==> src/rtl/ram_port_arbiter.sv <==
// ram_port_arbiter: shares one 16-bit RAM port between the core RAM controller (0),
// the DMA engine (1) and video fetch (2).
// Registered one-hot grant, round-robin with optional core priority, bounded bursts,
// and per-requester read-valid tracking through a fixed RAM read latency.
//
// state | meaning
// ------+-------------------------------------------------------------
// IDLE  | no owner, gnt = 0; arbitrate over req at every edge
// OWN   | gnt one-hot on the owner; count accesses, release on req drop
//       | or on the last access of the burst, re-arbitrating with no gap
module ram_port_arbiter #(
    parameter int MAX_BURST = 8,
    parameter int RD_LAT    = 1,
    parameter int PRIO_CORE = 0
) (
    input  logic        clk,
    input  logic        rst,
    input  logic [2:0]  req,
    input  logic [2:0]  wr,
    input  logic [47:0] addr_in,
    input  logic [47:0] wdata_in,
    output logic [2:0]  gnt,
    output logic [2:0]  rvalid,
    output logic [15:0] rdata,
    output logic        busy,
    output logic [15:0] RAMaddr,
    output logic [15:0] toRAM,
    output logic        w,
    input  logic [15:0] fromRAM
);

    typedef enum logic [0:0] {IDLE, OWN} state_t;

    localparam logic [7:0] BURST_LAST = 8'(MAX_BURST - 1);

    state_t      state;
    logic [7:0]  burst_cnt;
    logic [1:0]  last_owner;
    logic [1:0]  owner_idx;
    logic        access;
    logic        owner_release;
    logic [1:0]  win_idx;
    logic [2:0]  win_onehot;
    logic        rd_load;

    logic [RD_LAT-1:0] pipe_v;
    logic [1:0]        pipe_id [RD_LAT];

    // An access is a cycle where the owner still requests; write only when the owner says so.
    assign access        = |(gnt & req);
    assign w             = |(gnt & req & wr);
    assign rd_load       = access & ~w;
    assign owner_release = ~access | (burst_cnt == BURST_LAST);
    assign busy          = |gnt;
    assign rdata         = fromRAM;

    assign RAMaddr = ({16{gnt[0]}} & addr_in[15:0])
                   | ({16{gnt[1]}} & addr_in[31:16])
                   | ({16{gnt[2]}} & addr_in[47:32]);
    assign toRAM   = ({16{gnt[0]}} & wdata_in[15:0])
                   | ({16{gnt[1]}} & wdata_in[31:16])
                   | ({16{gnt[2]}} & wdata_in[47:32]);

    // Index of the current owner (only meaningful while gnt is non-zero).
    always_comb begin
        owner_idx = 2'd0;
        if (gnt[1])
            owner_idx = 2'd1;
        else if (gnt[2])
            owner_idx = 2'd2;
    end

    // Winner of an arbitration over the current requests: core first when prioritised,
    // else the first requester after last_owner in 0,1,2 order.
    always_comb begin
        win_idx = 2'd0;
        if ((PRIO_CORE != 0) && req[0]) begin
            win_idx = 2'd0;
        end else begin
            case (last_owner)
                2'd0:    win_idx = req[1] ? 2'd1 : (req[2] ? 2'd2 : 2'd0);
                2'd1:    win_idx = req[2] ? 2'd2 : (req[0] ? 2'd0 : 2'd1);
                default: win_idx = req[0] ? 2'd0 : (req[1] ? 2'd1 : 2'd2);
            endcase
        end
        case (win_idx)
            2'd0:    win_onehot = 3'b001;
            2'd1:    win_onehot = 3'b010;
            default: win_onehot = 3'b100;
        endcase
    end

    // Grant FSM: grant, burst counter and round-robin pointer move together.
    always_ff @(posedge clk or posedge rst) begin
        if (rst) begin
            state      <= IDLE;
            gnt        <= 3'b000;
            burst_cnt  <= 8'd0;
            last_owner <= 2'd2;
        end else begin
            case (state)
                IDLE: begin
                    if (|req) begin
                        state      <= OWN;
                        gnt        <= win_onehot;
                        burst_cnt  <= 8'd0;
                        last_owner <= win_idx;
                    end
                end
                OWN: begin
                    if (owner_release) begin
                        burst_cnt <= 8'd0;
                        if (|req) begin
                            gnt        <= win_onehot;
                            last_owner <= win_idx;
                        end else begin
                            state <= IDLE;
                            gnt   <= 3'b000;
                        end
                    end else begin
                        burst_cnt <= burst_cnt + 8'd1;
                    end
                end
                default: begin
                    state     <= IDLE;
                    gnt       <= 3'b000;
                    burst_cnt <= 8'd0;
                end
            endcase
        end
    end

    // Read tracking: carry {valid, owner} of each read access through the RAM latency.
    always_ff @(posedge clk or posedge rst) begin
        if (rst) begin
            pipe_v <= '0;
            for (int k = 0; k < RD_LAT; k++)
                pipe_id[k] <= 2'd0;
        end else begin
            pipe_v[0]  <= rd_load;
            pipe_id[0] <= owner_idx;
            for (int k = 1; k < RD_LAT; k++) begin
                pipe_v[k]  <= pipe_v[k-1];
                pipe_id[k] <= pipe_id[k-1];
            end
        end
    end

    // Decode the pipeline tail into the per-requester read-valid pulse.
    always_comb begin
        rvalid = 3'b000;
        if (pipe_v[RD_LAT-1]) begin
            case (pipe_id[RD_LAT-1])
                2'd0:    rvalid = 3'b001;
                2'd1:    rvalid = 3'b010;
                default: rvalid = 3'b100;
            endcase
        end
    end

endmodule

==> config.mk <==
export PLATFORM = sky130hd
export DESIGN_NAME = ram_port_arbiter
export DESIGN_NICKNAME = d
export VERILOG_FILES = /design/src/rtl/ram_port_arbiter.sv
export SDC_FILE = /design/constraint.sdc
export NUM_CORES = 1
export LEC_CHECK = 0
export CAP_MARGIN = 20
export CORE_MARGIN = 1
export CORE_UTILIZATION = 25
export CTS_BUF_LIST = sky130_fd_sc_hd__clkbuf_16
export DETAILED_ROUTE_END_ITERATION = 7
export GPL_TIMING_DRIVEN = 0
export PLACE_DENSITY = 0.75
export SLEW_MARGIN = 20
export SYNTH_ARGS = -nofsm -noshare
export SYNTH_HDL_FRONTEND = slang
export SYNTH_SLANG_ARGS = --single-unit
==> constraint.sdc <==
create_clock -name clk -period 1.7 [get_ports clk]
set_input_delay 0.255 -clock clk [delete_from_list [all_inputs] [get_ports clk]]
set_output_delay 0.255 -clock clk [all_outputs]
set_load 0.02 [all_outputs]
### After elaboration in Yosys (flattened, before gate mapping)

Cells that the tools add are included.

| word-level totals | value |
|---|---|
| bits in registers | 17 |
| bits in latches | 0 |
| bits in writable memories | 0 |
| memory bits (read-only) | 0 |
| bits of input ports | 120 |
| output and inout port bits | 56 |
| logic and storage cells | 63 |
| memories kept | 0 |

| cells by class | value |
|---|---|
| add/subtract/negate cells | 1 |
| $mul | 0 |
| divide/modulo/power cells | 0 |
| order comparisons | 0 |
| equality and inequality tests | 6 |
| shifts and indexed selects | 0 |
| muxes and demuxes | 25 |
| bitwise gates (word level) | 17 |
| reductions and logical operators | 8 |

Operators by type and width:

| kind | count |
|---|---|
| $and A16 B16 Y16 | 6 |
| $or A16 B16 Y16 | 4 |
| $mux W2 | 9 |
| $pmux W3 S2 | 3 |
| $mux W8 | 2 |
| $pmux W8 S2 | 1 |
| $mux W3 | 4 |
| $reduce_or A3 Y1 | 4 |
| $add A8 B1 Y8 const B | 1 |
| $eq A8 B3 Y1 const B | 1 |
| $pmux W2 S2 | 2 |
| $and A3 B3 Y3 | 2 |
| $eq A2 B1 Y1 const B | 3 |
| $logic_not A2 Y1 | 3 |
| $mux W1 | 3 |
| $not A1 Y1 | 3 |
| $ne A2 B1 Y1 const B | 1 |
| $ne A2 B2 Y1 const B | 1 |
| $pmux W1 S2 | 1 |
| $reduce_and A2 Y1 | 1 |
| $and A1 B1 Y1 | 1 |
| $or A1 B1 Y1 | 1 |

### Longest topological paths before layout

Gate-level depths: netlist (run 1).

| logic depth | value |
|---|---|
| word-level depth | 8 |
| gate-level depth with buffers | 6 |
| depth with buffers taken out | 5 |

### Worst setup path after synthesis (run 1)

OpenSTA, ideal clock, no wires.

| timing | value |
|---|---|
| path type | flip-flop to flip-flop |
| start point | register gnt[0] |
| end point | register gnt[0] |
| library setup time | 0.125 ns |
| data arrival time | 1.633 ns |
| data required time | 1.575 ns |
| setup slack | -0.058 ns |
| cell stages (with the launch flop) | 6 |
| buffers on the path | 1 |
| period minus slack after synthesis | 1.758 ns |
| cell sequence | dfrtp_1 > buf_2 > a222oi_1 > nor2b_2 > a21oi_4 > mux2_4 |

| on the way | value |
|---|---|
| longest elaborated chain between the ends | 6 |

Ends and longest elaborated chain:

| item | RTL line | text |
|---|---|---|
| from (decl) | 22 | `output logic [2:0] gnt,` |
| from (signal assigned) | 105 | `gnt <= win_onehot;` |
| from (signal assigned) | 114 | `gnt <= win_onehot;` |
| $and A3 B3 Y3 | 50 | `assign access = \|(gnt & req);` |
| $reduce_or A3 Y1 | 50 |  |
| $not A1 Y1 | 53 | `assign owner_release = ~access \| (burst_cnt == BURST_LAST);` |
| $or A1 B1 Y1 | 53 |  |
| $ne A2 B1 Y1 (no line) | - |  |
| $reduce_and A2 Y1 (no line) | - |  |

No other way between the ends.
A chain may end at the register's enable or synchronous reset.

### Final worst setup path (run 1)

| timing | value |
|---|---|
| start point | register gnt[2] |
| end point | output port RAMaddr[13] |

| on the way | value |
|---|---|
| longest elaborated chain between the ends | 2 |

Ends and longest elaborated chain:

| item | RTL line | text |
|---|---|---|
| $and A16 B16 Y16 | 59 | `\| ({16{gnt[2]}} & addr_in[47:32]);` |
| $or A16 B16 Y16 | 59 |  |
| to (decl) | 26 | `output logic [15:0] RAMaddr,` |

No other way between the ends.

==> impl_summary.txt, run 1 <==
----------------------------------------------------
[STA]
  Clock period minus worst slack ... between 1500 and 2000 ps
  Slew at the pin with the worst max-slew slack ... about 650 ps
  Worst clock skew ... 1.25 ps
  Max Fclk ... 553 MHz
  Final clock period utilization by the worst path ... 1.06
  Relative slew slack ... 0.569
  Fin. Hold Viols ... 0
  Final worst slack ... -109 ps
  Final-layout setup total negative slack ... -606 ps
  Setup-violating endpoint count in the final report ... 21
  Setup repair after global routing missed its margin ... true
  Final Max Tran Viols ... 0

[Clock tree]
  CTS Hold Bufs ... 0
  TritonCTS Buffers ... 3
  Clk root buf ... sky130_fd_sc_hd__clkbuf_16
  Total number of clock tree sinks ... 17
  Number of H-tree branching levels ... 1
  CTS tree ... done
  Bufs on Longest Clock Path ... 2
  Clock-pin slew on the worst setup and hold paths ... 50 ps
  Worst-skew pair later-pin latency ... 240 ps

[Critical path]
  Crit path DAT ... 1550 ps
  Crit-path max FO ... 5
  Required time of the critical path ... 1440 ps
  Kind of end point of the critical path ... output pin
  Type of origin of the critical path ... flop
  Family of cells with the greatest summed delay on the critical path ... buffers and inverters
  Max stage delay cell, worst path ... sky130_fd_sc_hd__dfrtp_1
  Stage delay of the slowest cell on the critical path ... approximately 400 ps
  Cells traversed along the worst timing path ... buf_6 -> clkbuf_16 -> a222oi_1 -> inv_1 -> buf_6
  Crit-path most repeated cell ... sky130_fd_sc_hd__buf_6
  Count of buffer and inverter cells on the critical path ... 4
  Worst Path Class, Setup ... reg -> out

[Placement]
  Count of input and output buffers ... approximately 160
  Last weighted congestion value of the routability-driven placer ... approximately 0.85
  Detailed-placement wirelength estimate ... 5600 um
  Worst slack at placement ... -434 ps

[Route]
  DRC marker count from the first detailed-route iteration ... approximately 250
  Post-detailed-route via-to-cell ratio ... approximately 5
  Via count ... around 2.2k
  Pre-Repair DR Iteration Count ... 5
  Detailed-route wire length per cell ... roughly 16 um
  Final ANT Viol Nets ... 0
  Total Wirelength ... between 7000 and 8000 um
  Number of remaining DRC errors ... 0

[Pwr]
  P per Cell Area ... 1400 nW/um^2
  PnR Total Power ... about 4.8 mW
  Maximum ir drop on the vdd rail ... 0.000701 V
  Leakage dissipation ... 1.64 nW

[Hold path]
  Worst min path class ... in -> reg

[Die]
  Core Area ... 5960 sq um
  Number of placement rows ... 28
  Chip height ... 80.9 um
  Overall die width ... 80.9 um
  Initial Util ... 0.262
  Top Ports ... approximately 180
  Die area ... ~6600 sq um

[Yosys]
  Mean cell area of the mapped netlist ... around 8.0 sq um
  Commonest register cell after synthesis ... sky130_fd_sc_hd__dfrtp_1
  Proportion of netlist area held by the largest area contributor ... 0.257
  Distinct cell type count after synthesis ... 37
  Mapped cell area ... approximately 1600 sq um
  Post-Syn Instances ... around 190
  Yosys reg bits ... 17
  Post-synth EDFFs ... 0
  Number of warnings reported in the yosys synthesis log ... 0
  Syn nets ... between 300 and 400
  Top area cells in the synthesized netlist ... sky130_fd_sc_hd__dfrtp_1 26%, sky130_fd_sc_hd__a222oi_1 21%, sky130_fd_sc_hd__inv_1 9.6%
  Proportion of register bits with asynchronous set or reset after synthesis ... 1.00
  Library cell with the largest summed area after synthesis ... sky130_fd_sc_hd__dfrtp_1
  Sequential fraction of the synthesis area ... 0.274

[Outcome]
  Run status ... complete, but fails checks
  Failing checks ... setup timing

[Finish]
  Synth-to-Final Area Change ... 122%
  Fraction of final layout cells sized beyond drive strength 1 ... 0.240
  Area taken by multi-input logic gates ... just over 800 sq um
  ANT cells ... 0
  Most common library cell in the layout ignoring fill and taps ... sky130_fd_sc_hd__clkdlybuf4s50_1
  Fill cell instance count of the final layout ... 541
  Most frequent cells in the layout ... 119 x sky130_fd_sc_hd__clkdlybuf4s50_1, 41 x sky130_fd_sc_hd__inv_1, 33 x sky130_fd_sc_hd__a222oi_1, 29 x sky130_fd_sc_hd__buf_4, 23 x sky130_fd_sc_hd__buf_6
  Final #Nets ... about 500
  Storage cell area ... 428 sq um

[GRT]
  Largest net degree at the start of global routing ... 18
  Global-route wire length before repair ... 9850 um
  Antenna violations before repair ... 0
  Total routing usage reported by global routing ... 0.195
  Via count of the first global-routing pass ... approximately 2.0k
  Sum of overflow across all layers after global routing ... 0

[Flow run]
  Number of violations of the max-capacitance limit ... 0

----------------------------------------------------
logic make-up after synthesis:
| group | Yosys count | share of synthesized area |
|---|---|---|
| adder cells (fa/ha/maj) | 1 | 0.00803 |
| flip-flops | 17 | 0.274 |
| AO/OA/AOI/OAI | 53 | 0.303 |
| multiplexers | 4 | 0.0289 |
| buffers and inverters | 71 | 0.224 |
| AND/OR/NAND/NOR | 48 | 0.162 |
report_power, final:
| part | internal [mW] | leakage, nW | switching, mW |
|---|---|---|---|
| logic | 1.86 | 1.38 | 1.88 |
| clock network | 0.312 | 0.0423 | 0.145 |
| registers | 0.527 | 0.218 | 0.112 |
| total | 2.70 | 1.64 | 2.13 |
synth_stat cells (5+ instances only):
| master | number |
|---|---|
| sky130_fd_sc_hd__nand2_1 | 11 |
| sky130_fd_sc_hd__nor2_1 | 7 |
| sky130_fd_sc_hd__nand3_1 | 12 |
| sky130_fd_sc_hd__a21oi_1 | 5 |
| sky130_fd_sc_hd__clkbuf_1 | 9 |
| sky130_fd_sc_hd__buf_4 | 17 |
| sky130_fd_sc_hd__a222oi_1 | 33 |
| sky130_fd_sc_hd__dfrtp_1 | 16 |
| sky130_fd_sc_hd__inv_1 | 40 |
state kept, by name (all words and copies together), names as in the netlist:
name / cells
pipe_id: 2
burst_cnt: 8
state: 1
last_owner: 2
gnt: 3
pipe_v: 1
tightest hold or removal path, delay by kind of cell:
family	cells	cell delay (ps)
AND/OR/NAND/NOR	1	50
buffers and inverters	2	210
metrics by stage:
step | cells | hold slack, ps | util | area [sq um]
3_3_place_gp | 427 | 414 | 0.543 | 3240
2_1_floorplan | 194 | 180 | - | 1560
5_1_grt | 441 | 334 | 0.581 | 3460
3_5_place_dp | 427 | 419 | 0.543 | 3240
6_report | 441 | 317 | 0.581 | 3460
4_1_cts | 437 | 322 | 0.561 | 3340
per-layer routing:
| metal | track usage | vias to the layer above | wire [um] |
|---|---|---|---|
| met3 | 0.0348 | 6 | 608 |
| met2 | 0.334 | 118 | 3570 |
| met1 | 0.256 | 1030 | 2880 |
| li1 | - | 1053 | - |
| met5 | 0 | - | 0 |
| met4 | 0.0393 | 0 | 48 |
what timing repair did:
item,4_1_cts,5_1_grt
buffers inserted,6,3
gates cloned,1,1
gates resized for setup,182,40
setup endpoints to repair,48,41
pin swaps,32,19
worst paths after layout:
path | startpoint | endpoint | slack, ps | cells after the start
worst max-delay path | gnt[2] | RAMaddr[13] | -110 | 5
worst min-delay path | req[0] | state | 320 | 3
worst max register to register | gnt[2] | gnt[0] | -10 | 7
worst min register to register | gnt[1] | pipe_id[0] | 510 | 1
max in group asynchronous | rst | gnt[0] | 840 | 2
min in group asynchronous | rst | burst_cnt[3] | 410 | 2
cell type report:
type	instances	share of cell area
multi-input cells	106	0.233
inverters	40	0.0434
flip-flops and latches	17	0.124
clock buffers	3	0.0217
repair buffers	169	0.468
well taps	75	0.0271
clock inverters	1	0.00108
plain buffers	30	0.0821
Power figures use the tool's default switching activity.
==> inputs of run 2 (changes only) <==
--- a/config.mk
+++ b/config.mk
@@ -10,8 +10,8 @@
 export CORE_UTILIZATION = 25
 export CTS_BUF_LIST = sky130_fd_sc_hd__clkbuf_16
 export DETAILED_ROUTE_END_ITERATION = 7
-export GPL_TIMING_DRIVEN = 0
 export PLACE_DENSITY = 0.75
+export SKIP_LAST_GASP = 1
 export SLEW_MARGIN = 20
 export SYNTH_ARGS = -nofsm -noshare
 export SYNTH_HDL_FRONTEND = slang
==> run 2 against run 1 <==
Compared with the run above:
- the flow still finishes with violations (setup timing)
- cell area is 10% lower
- first-iteration DRC count is 27% lower
- total power is 9.2% lower
==> impl_summary.txt, run 2 (synthesized netlist as in run 1, its figures left out) <==
----------------------------------------------------
[Clock tree]
  Number of H-tree branching levels ... 1 (unchanged)
  CTS tree ... done
  Worst-skew pair later-pin latency ... 250 ps (about the same)
  TritonCTS Buffers ... 3 (unchanged)
  Clk root buf ... sky130_fd_sc_hd__clkbuf_16
  CTS Hold Bufs ... 0 (unchanged)
  Total number of clock tree sinks ... 17 (unchanged)
  Bufs on Longest Clock Path ... 2 (unchanged)
  Clock-pin slew on the worst setup and hold paths ... 50 ps (about the same)

[Die]
  Initial Util ... 0.262 (unchanged)
  Die area ... 6550 sq um (unchanged)
  Top Ports ... 176 (unchanged)
  Number of placement rows ... 28 (unchanged)
  Chip height ... 80.9 um (unchanged)
  Overall die width ... 80.9 um (unchanged)
  Core Area ... 5960 sq um (unchanged)

[STA]
  Clock period minus worst slack ... 1790 ps (-18.5 ps)
  Fin. Hold Viols ... 0 (unchanged)
  Final clock period utilization by the worst path ... 1.05 (-0.0109)
  Relative slew slack ... 0.722 (+0.152)
  Worst clock skew ... 2.42 ps (+1.18 ps)
  Setup-violating endpoint count in the final report ... 8 (-62%)
  Setup repair after global routing missed its margin ... true
  Hold Slack ... 323 ps (+6.27 ps)
  Max Fclk ... 559 MHz (+1.0%)
  Final Max Tran Viols ... 0 (unchanged)
  Final-layout setup total negative slack ... -425 ps (+181 ps)
  Final worst slack ... -90.2 ps (+18.5 ps)
  Slew at the pin with the worst max-slew slack ... 417 ps (-228 ps)

[GRT]
  Largest net degree at the start of global routing ... 30 (+12)
  Global-route wire length before repair ... 9430 um (-4.3%)
  Total routing usage reported by global routing ... 0.190 (-0.00510)
  Antenna violations before repair ... 0 (unchanged)
  Sum of overflow across all layers after global routing ... 0 (unchanged)
  Via count of the first global-routing pass ... 1,826 (-8.2%)

[Finish]
  Storage cell area ... 429 sq um (+0.29%)
  Most frequent cells in the layout ... 105 x sky130_fd_sc_hd__clkdlybuf4s50_1, 40 x sky130_fd_sc_hd__inv_1, 33 x sky130_fd_sc_hd__a222oi_1, 29 x sky130_fd_sc_hd__buf_2, 21 x sky130_fd_sc_hd__buf_4
  ANT cells ... 0 (unchanged)
  Most common library cell in the layout ignoring fill and taps ... sky130_fd_sc_hd__clkdlybuf4s50_1
  Fill cell instance count of the final layout ... 564 (+4.3%)
  Largest registers ... burst_cnt (8), gnt (3)
  Count of non-filler cells in the finished layout ... 412 (-6.6%)
  Number of flip-flops in the largest register ... 8 (unchanged)
  Synth-to-Final Area Change ... 98.9%
  Share of the core filled with cells ... 0.520 (-0.0607)
  Fraction of final layout cells sized beyond drive strength 1 ... 0.226 (-0.0149)
  Final #Nets ... 459 (-5.9%)
  Register containing the most flip-flops in the final layout ... burst_cnt
  Area taken by multi-input logic gates ... 805 sq um (-0.31%)
  Final instance area ... 3100 sq um (-10%)

[Route]
  Final ANT Viol Nets ... 0 (unchanged)
  Post-detailed-route via-to-cell ratio ... 5.08 (+1.6%)
  DRC marker count from the first detailed-route iteration ... 182 (-27%)
  Number of remaining DRC errors ... 0 (unchanged)
  Total Wirelength ... 6510 um (-8.4%)
  Pre-Repair DR Iteration Count ... 7 (+2)
  Detailed-route wire length per cell ... 15.8 um (-2.0%)
  Via count ... 2,094 (-5.1%)

[Pwr]
  PnR Total Power ... 4.39 mW (-9.2%)
  Maximum ir drop on the vdd rail ... 0.000722 V (+2.9%)
  P per Cell Area ... 1420 nW/um^2 (+1.3%)
  Leakage dissipation ... 1.50 nW (-8.7%)

[Placement]
  Number of placed cells counting well taps ... 402 (-5.9%)
  Worst slack at placement ... -281 ps (+153 ps)
  Count of input and output buffers ... 143 (-9.5%)
  Total cell area at the placement stage ... 3080 sq um (-4.8%)
  Detailed-placement wirelength estimate ... 5160 um (-7.8%)
  Last weighted congestion value of the routability-driven placer ... 0.862 (+1.2%)

[Hold path]
  Worst min path class ... in -> async

[Outcome]
  Run status ... complete, but fails checks
  Failing checks ... setup timing

[Critical path]
  Count of buffer and inverter cells on the critical path ... 1 (-3)
  Kind of end point of the critical path ... flop
  Cells traversed along the worst timing path ... buf_4 -> a222oi_1 -> nor2b_2 -> a21oi_4 -> mux2_4
  Family of cells with the greatest summed delay on the critical path ... compound AO/OA/AOI/OAI gates
  Required time of the critical path ... 1830 ps (+390 ps)
  Max stage delay cell, worst path ... sky130_fd_sc_hd__dfrtp_2
  Stage delay of the slowest cell on the critical path ... 420 ps (+20 ps)
  Type of origin of the critical path ... flop
  Crit path DAT ... 1920 ps (+370 ps)
  Worst Path Class, Setup ... reg -> reg
  Crit-path max FO ... 14 (+9)

[Flow run]
  Number of violations of the max-capacitance limit ... 0 (unchanged)

----------------------------------------------------
-- run 2: cell types whose count changed in the layout (fill, tap and decap cells not counted), moves of 2 or more --
| cell | previous run | this run |
|---|---|---|
| sky130_fd_sc_hd__clkbuf_8 | 3 | 0 |
| sky130_fd_sc_hd__buf_12 | 0 | 2 |
| sky130_fd_sc_hd__dlymetal6s2s_1 | 1 | 3 |
| sky130_fd_sc_hd__clkbuf_4 | 2 | 0 |
| sky130_fd_sc_hd__buf_2 | 14 | 29 |
| sky130_fd_sc_hd__buf_4 | 29 | 21 |
| sky130_fd_sc_hd__buf_8 | 2 | 0 |
| sky130_fd_sc_hd__buf_6 | 23 | 8 |
| sky130_fd_sc_hd__clkdlybuf4s50_1 | 119 | 105 |
| sky130_fd_sc_hd__dlygate4sd2_1 | 4 | 1 |
-- run 2: where the power goes --
| group | internal (mW) | switching, mW |
|---|---|---|
| clock | 0.315 | 0.153 |
| sequential | 0.529 | 0.112 |
| combinational | 1.51 | 1.77 |
-- run 2: metal layers --
layer  vias to the layer above  wire, um  track usage
met5                         -         0            0
met4                         0        95       0.0696
met3                        12       554       0.0528
met2                        96      3170        0.300
met1                       991      2690        0.246
li1                        995         -            -
-- run 2: layout make-up --
| class | instances | area share |
|---|---|---|
| clock inverter | 1 | 0.00162 |
| multi-input combinational | 106 | 0.260 |
| tap | 75 | 0.0303 |
| inverter | 40 | 0.0485 |
| timing repair buffer | 170 | 0.497 |
| sequential | 17 | 0.139 |
| clock buffer | 3 | 0.0242 |
-- run 2: path summary, 6_finish.rpt --
path,from,end,slack (ps),depth (start not counted)
worst min-delay path,rst,burst_cnt[6],320,3
worst max register to register,gnt[0],gnt[0],-90,5
min in group clk,fromRAM[8],rdata[8],510,0
worst min register to register,burst_cnt[5],burst_cnt[5],510,1
worst max-delay path,gnt[0],gnt[0],-90,5
max in group asynchronous,rst,last_owner[1],1130,3
-- run 2: worst register-to-register path, stage by stage, from the launching register on --
cell	delay (ps)
sky130_fd_sc_hd__dfrtp_2	420
sky130_fd_sc_hd__buf_4	190
sky130_fd_sc_hd__a222oi_1	400
sky130_fd_sc_hd__nor2b_2	160
sky130_fd_sc_hd__a21oi_4	190
sky130_fd_sc_hd__mux2_4	310
-- run 2: what timing repair did --
item / CTS / global route
gates cloned: 1 / 0
setup endpoints to repair: 48 / 47
buffers inserted: 4 / 3
pin swaps: 10 / 12
gates resized for setup: 137 / 20
==> RTL change 1: new RTL, config.mk and constraints of run 2 <==
`RD_LAT`: 1 -> 2.
--- a/src/rtl/ram_port_arbiter.sv
+++ b/src/rtl/ram_port_arbiter.sv
@@ -12,3 +12,3 @@
     parameter int MAX_BURST = 8,
-    parameter int RD_LAT    = 1,
+    parameter int RD_LAT    = 2,
     parameter int PRIO_CORE = 0
Function: changed (Yosys sat finds a counterexample within 4 cycles, from zero or initial values and one cycle with rst high).
==> RTL change 1 against run 2 <==
The flow still finishes with violations (setup timing). Global-route usage hardly changed. Sequential cell count is 3 higher. Setup slack better by 7.9 ps. Synthesized cell count is 1.5% lower. Final area is 9.4% higher. Synthesized area is 3.2% higher. Power is 15% higher. Fmax is 0.45% higher. Register-to-register slack better by 20 ps. Sequential power is 20% higher. Routed wire length is 8.7% higher. First-iteration DRC count is 14% higher. Highest routed layer unchanged.
==> RTL change 1: results (changes against run 2) <==
- Status: complete, but fails checks (unchanged)
- Violated checks: setup timing (unchanged)
- Leakage power: 1.62 nW (was 1.50 nW)
- Worst VDD drop: 0.000824 V (was 0.000722 V)
- Nets@finish: 471 (was 459)
- WL final: 7.07 mm (was 6.51 mm)
- Min setup slack post-route: -82.2 ps (was -90.2 ps)
- Vias: 2,212 (was 2,094)
- Worst Skew: 3.48 ps (was 2.42 ps)
- Drt initial violations: 207 (was 182)
- First-pass GRT wire length: 9.73 mm (was 9.43 mm)
- Post-DP Area: 0.00323 sq mm (was 0.00308 sq mm)
- Setup TNS: -433 ps (was -425 ps)
- Multi-input combinational area share: 0.259 (was 0.260)
- Asr flop ratio synth: 1.00 (unchanged)
- Worst slack at placement: -287 ps (was -281 ps)
- Slew headroom: 0.673 (was 0.722)
- Slowest library cell on the worst path: or4b_1 (was dfrtp_2)
- Non-clk bufs: 184 (was 170)
- Largest cells by area after synthesis: dfrtp_1 30%, a222oi_1 21%, inv_1 9.1% (was dfrtp_1 26%, a222oi_1 21%, inv_1 9.6%)
- Post-DP HPWL: 5.25 mm (was 5.16 mm)
- Pin count of the biggest net entering global routing: 31 (was 30)
- GRT Resource Usage Total: 0.191 (was 0.190)
- Vias in the first global route: 2,041 (was 1,826)
- IO buf count: 143 (unchanged)
- Pwr/cell area: 1500 mW/mm^2 (was 1420 mW/mm^2)
- Final Wtd Congestion: 0.963 (was 0.862)
- Commonest cells post-synth: 39 x inv_1, 33 x a222oi_1, 19 x dfrtp_1, 17 x buf_4, 9 x clkbuf_1 (was 40 x inv_1, 33 x a222oi_1, 17 x buf_4, 16 x dfrtp_1, 12 x nand3_1)
- Top delay family on crit path: buffers and inverters (was compound AO/OA/AOI/OAI gates)
- Non-clock buffer share of cell area: 0.490 (was 0.497)
- Fillcell total: 556 (was 564)
- Hold_ws: 335 ps (was 323 ps)
- Net Count, Synth: 312 (was 315)
- Post-synthesis sequential area ratio: 0.312 (was 0.274)
- FF-to-FF setup slack: -70 ps (was -90 ps)
- Drt pass-1 iters: 8 (was 7)
- Critical path peak fanout: 7 (was 14)
- Critical path's largest stage delay: 510 ps (was 420 ps)
- Layout cells sized above 1: 0.295 (was 0.226)
- # setup viols final: 11 (was 8)
- Invs w/o clock: 39 (was 40)
- Multi-input gate count: 102 (was 106)
- Synth unique cells: 39 (was 37)
- ClkCell Share: 0.0310 (was 0.0258)
- Sequential cell area share: 0.149 (was 0.139)
## RTL change 1: kinds of logic after synthesis
logic type	share of synthesized area
multiplexers	0.00934
AO/OA/AOI/OAI	0.313
XOR/XNOR	0.00545
AND/OR/NAND/NOR	0.141
flip-flops	0.312
buffers and inverters	0.212
adder cells (fa/ha/maj)	0.00778
## RTL change 1: worst paths after layout
check / end / from / depth (start not counted)
setup / recovery: gnt[1] / req[0] / 7
setup reg to reg: burst_cnt[6] / burst_cnt[1] / 6
hold reg to reg: pipe_id[1] / pipe_id[3] / 0
min in group clk: pipe_id[1] / pipe_id[3] / 0
hold / removal: pipe_id[3] / rst / 3
max in group asynchronous: last_owner[1] / rst / 3
## RTL change 1: repair_timing
action	CTS	global route
hold buffers	0	0
setup buffers	3	5
resized for setup	128	51
endpoints found under the setup margin	47	47
pin swaps	6	29
## RTL change 1: where the power goes
group          switching, mW  leakage [nW]  internal, mW
clock network          0.186        0.0511         0.468
registers              0.134         0.255         0.636
logic                   1.91          1.32          1.73
total                   2.23          1.62          2.83
## RTL change 1: per-stage QoR
stage	std cells	power, mW
floorplan	191	2.67
global route	424	5.38
global placement	412	4.43
finish	424	5.07
CTS	419	4.85
detailed placement	412	4.47
## RTL change 1: routing by layer
layer / GRT usage / vias up / part of all wire / wire length [um]
li1: - / 1024 / - / -
met1: 0.251 / 1067 / 0.41 / 2870
met2: 0.297 / 103 / 0.50 / 3510
met3: 0.0473 / 18 / 0.068 / 480
met4: 0.0754 / 0 / 0.029 / 202
met5: 0 / - / 0 / 0
## RTL change 1: worst reg2reg max path: cells and delay by family (launching register included)
family                   cells  cell delay [ps]
adder cells (fa/ha/maj)      1              190
buffers and inverters        1              150
AND/OR/NAND/NOR              2              530
AO/OA/AOI/OAI                2              450
flip-flops                   1              380
==> RTL change 2: new RTL, settings of run 2 <==
Without the edit above. Reset style: synchronous (`rst`), changed in 2 clocked blocks.
--- a/src/rtl/ram_port_arbiter.sv
+++ b/src/rtl/ram_port_arbiter.sv
@@ -93,3 +93,3 @@
     // Grant FSM: grant, burst counter and round-robin pointer move together.
-    always_ff @(posedge clk or posedge rst) begin
+    always_ff @(posedge clk) begin
         if (rst) begin
@@ -133,3 +133,3 @@
     // Read tracking: carry {valid, owner} of each read access through the RAM latency.
-    always_ff @(posedge clk or posedge rst) begin
+    always_ff @(posedge clk) begin
         if (rst) begin
Behaviour: differs if rst is asserted again (counterexample within 4 cycles, from zero or initial values and one cycle with rst high); with rst held inactive, the same outputs for 10 cycles.
==> RTL change 2 against run 2 <==
The flow still finishes with violations (setup timing). Setup slack gained 80 ps. Sequential cell count unchanged. Global-route usage grew 1.1 points. Sequential share of layout area down 2.7 points. Clock skew grew 3.5 ps. Synthesized area is 6.3% lower. Cell count rose by 0.24%. Routed wire length increased by 7.1%. Final area up 1.3%.
Power is not compared: it rests on default switching activity, and its combinational part moved more than twofold at a synthesized area within 25%.
==> RTL change 2: results (changes against run 2) <==
- M2 GR Usage: 0.365 (was 0.300)
- IO buf count: 143 (unchanged)
- Main synth FF type: dfxtp_1 (was dfrtp_1)
- Asr flop ratio synth: 0 (was 1.00)
- Status: complete, but fails checks (unchanged)
- GR Util met3: 0.0581 (was 0.0528)
- Post-DP HPWL: 4.94 mm (was 5.16 mm)
- Min setup slack post-route: -9.90 ps (was -90.2 ps)
- Layout cells sized above 1: 0.243 (was 0.226)
- GRT met1 Usage: 0.229 (was 0.246)
- Slowest library cell on the worst path: dfxtp_4 (was dfrtp_2)
- Hold_ws: 498 ps (was 323 ps)
- Violated checks: setup timing (unchanged)
- Setup TNS: -9.90 ps (was -425 ps)
- Critical path peak fanout: 7 (was 14)
- First-pass GRT wire length: 9.85 mm (was 9.43 mm)
- Final Wtd Congestion: 0.795 (was 0.862)
- Net Count, Synth: 317 (was 315)
- R2R depth: 6 (was 5)
- Critical Path Start: gnt[1] (was gnt[0])
- Crit path capture: gnt[0] (unchanged)
- Drt initial violations: 200 (was 182)
- Met3 WL: 785 um (was 554 um)
- Hold crit path type: reg -> reg (was in -> async)
- Synth unique cells: 35 (was 37)
- # setup viols final: 1 (was 8)
- Via/cell ratio: 5.38 (was 5.08)
- Vias in the first global route: 2,016 (was 1,826)
- WL final: 6.97 mm (was 6.51 mm)
- Nets@finish: 463 (was 459)
- # H-tree levels: 1 (unchanged)
- Data arrival, critical path: 1840 ps (was 1920 ps)
- Worst Skew: 5.92 ps (was 2.42 ps)
- Congestion Overflow GR: 0 (unchanged)
- Post-synthesis sequential area ratio: 0.233 (was 0.274)
- Drt pass-1 iters: 5 (was 7)
- Synth Area in Adders: 0.00857 (was 0.00803)
- Critical path's largest stage delay: 380 ps (was 420 ps)
- GRT Resource Usage Total: 0.201 (was 0.190)
- DR WL met2: 3.40 mm (was 3.17 mm)
- Proportion of synthesized area in mux cells: 0.00686 (was 0.0289)
[RTL change 2: cell count changes after synthesis, sizes merged, moves of 4 or more]
cell / delta
dfxtp: +17
dfrtp: -16
a31oi: +5
or3: +4
[RTL change 2: final cells by class]
type / count / area (sq um)
fillers: 489 / 2440
repair buffers: 173 / 1620
multi-input cells: 110 / 852
flip-flops and latches: 17 / 349
inverters: 37 / 139
well taps: 72 / 90.1
clock buffers: 3 / 75.1
clock inverters: 1 / 7.51
[RTL change 2: logic make-up (layout without fill, tap and decap cells)]
logic type	Yosys count	after routing
AND/OR/NAND/NOR	51	51
adder cells (fa/ha/maj)	1	1
AO/OA/AOI/OAI	57	57
flip-flops	17	17
buffers and inverters	69	214
multiplexers	1	1
[RTL change 2: through the flow]
stage,instances,setup slack (ps),util,area [sq um]
after global routing,413,-65.4,0.563,3140
after detailed placement,404,-325,0.541,3010
final,413,-9.90,0.563,3140
after global placement,404,-229,0.541,3010
after CTS,410,-87.6,0.565,3150
after floorplan,196,126,-,1460
[RTL change 2: power by group]
| group | leakage [nW] | internal, mW | total, mW | switching, mW |
|---|---|---|---|---|
| Sequential | 0.140 | 0.421 | 0.450 | 0.0289 |
| Combinational | 1.28 | 0.547 | 1.03 | 0.479 |
| Clock | 0.0371 | 0.317 | 0.480 | 0.162 |
| Total | 1.46 | 1.28 | 1.95 | 0.670 |
[RTL change 2: timing repair]
item                                    CTS  global route
setup buffers                             1             1
gates cloned                              1             2
gates resized for setup                 119            39
pin swaps                                 9            23
endpoints found under the setup margin   48            41
hold buffers                              0             0
[RTL change 2: worst reg2reg max path, cell delays in order, from the launching register on]
cell	delay [ps]
dfxtp_4	380
buf_12	150
a222oi_1	370
buf_4	200
a211oi_4	50
o211a_1	250
a31o_1	200
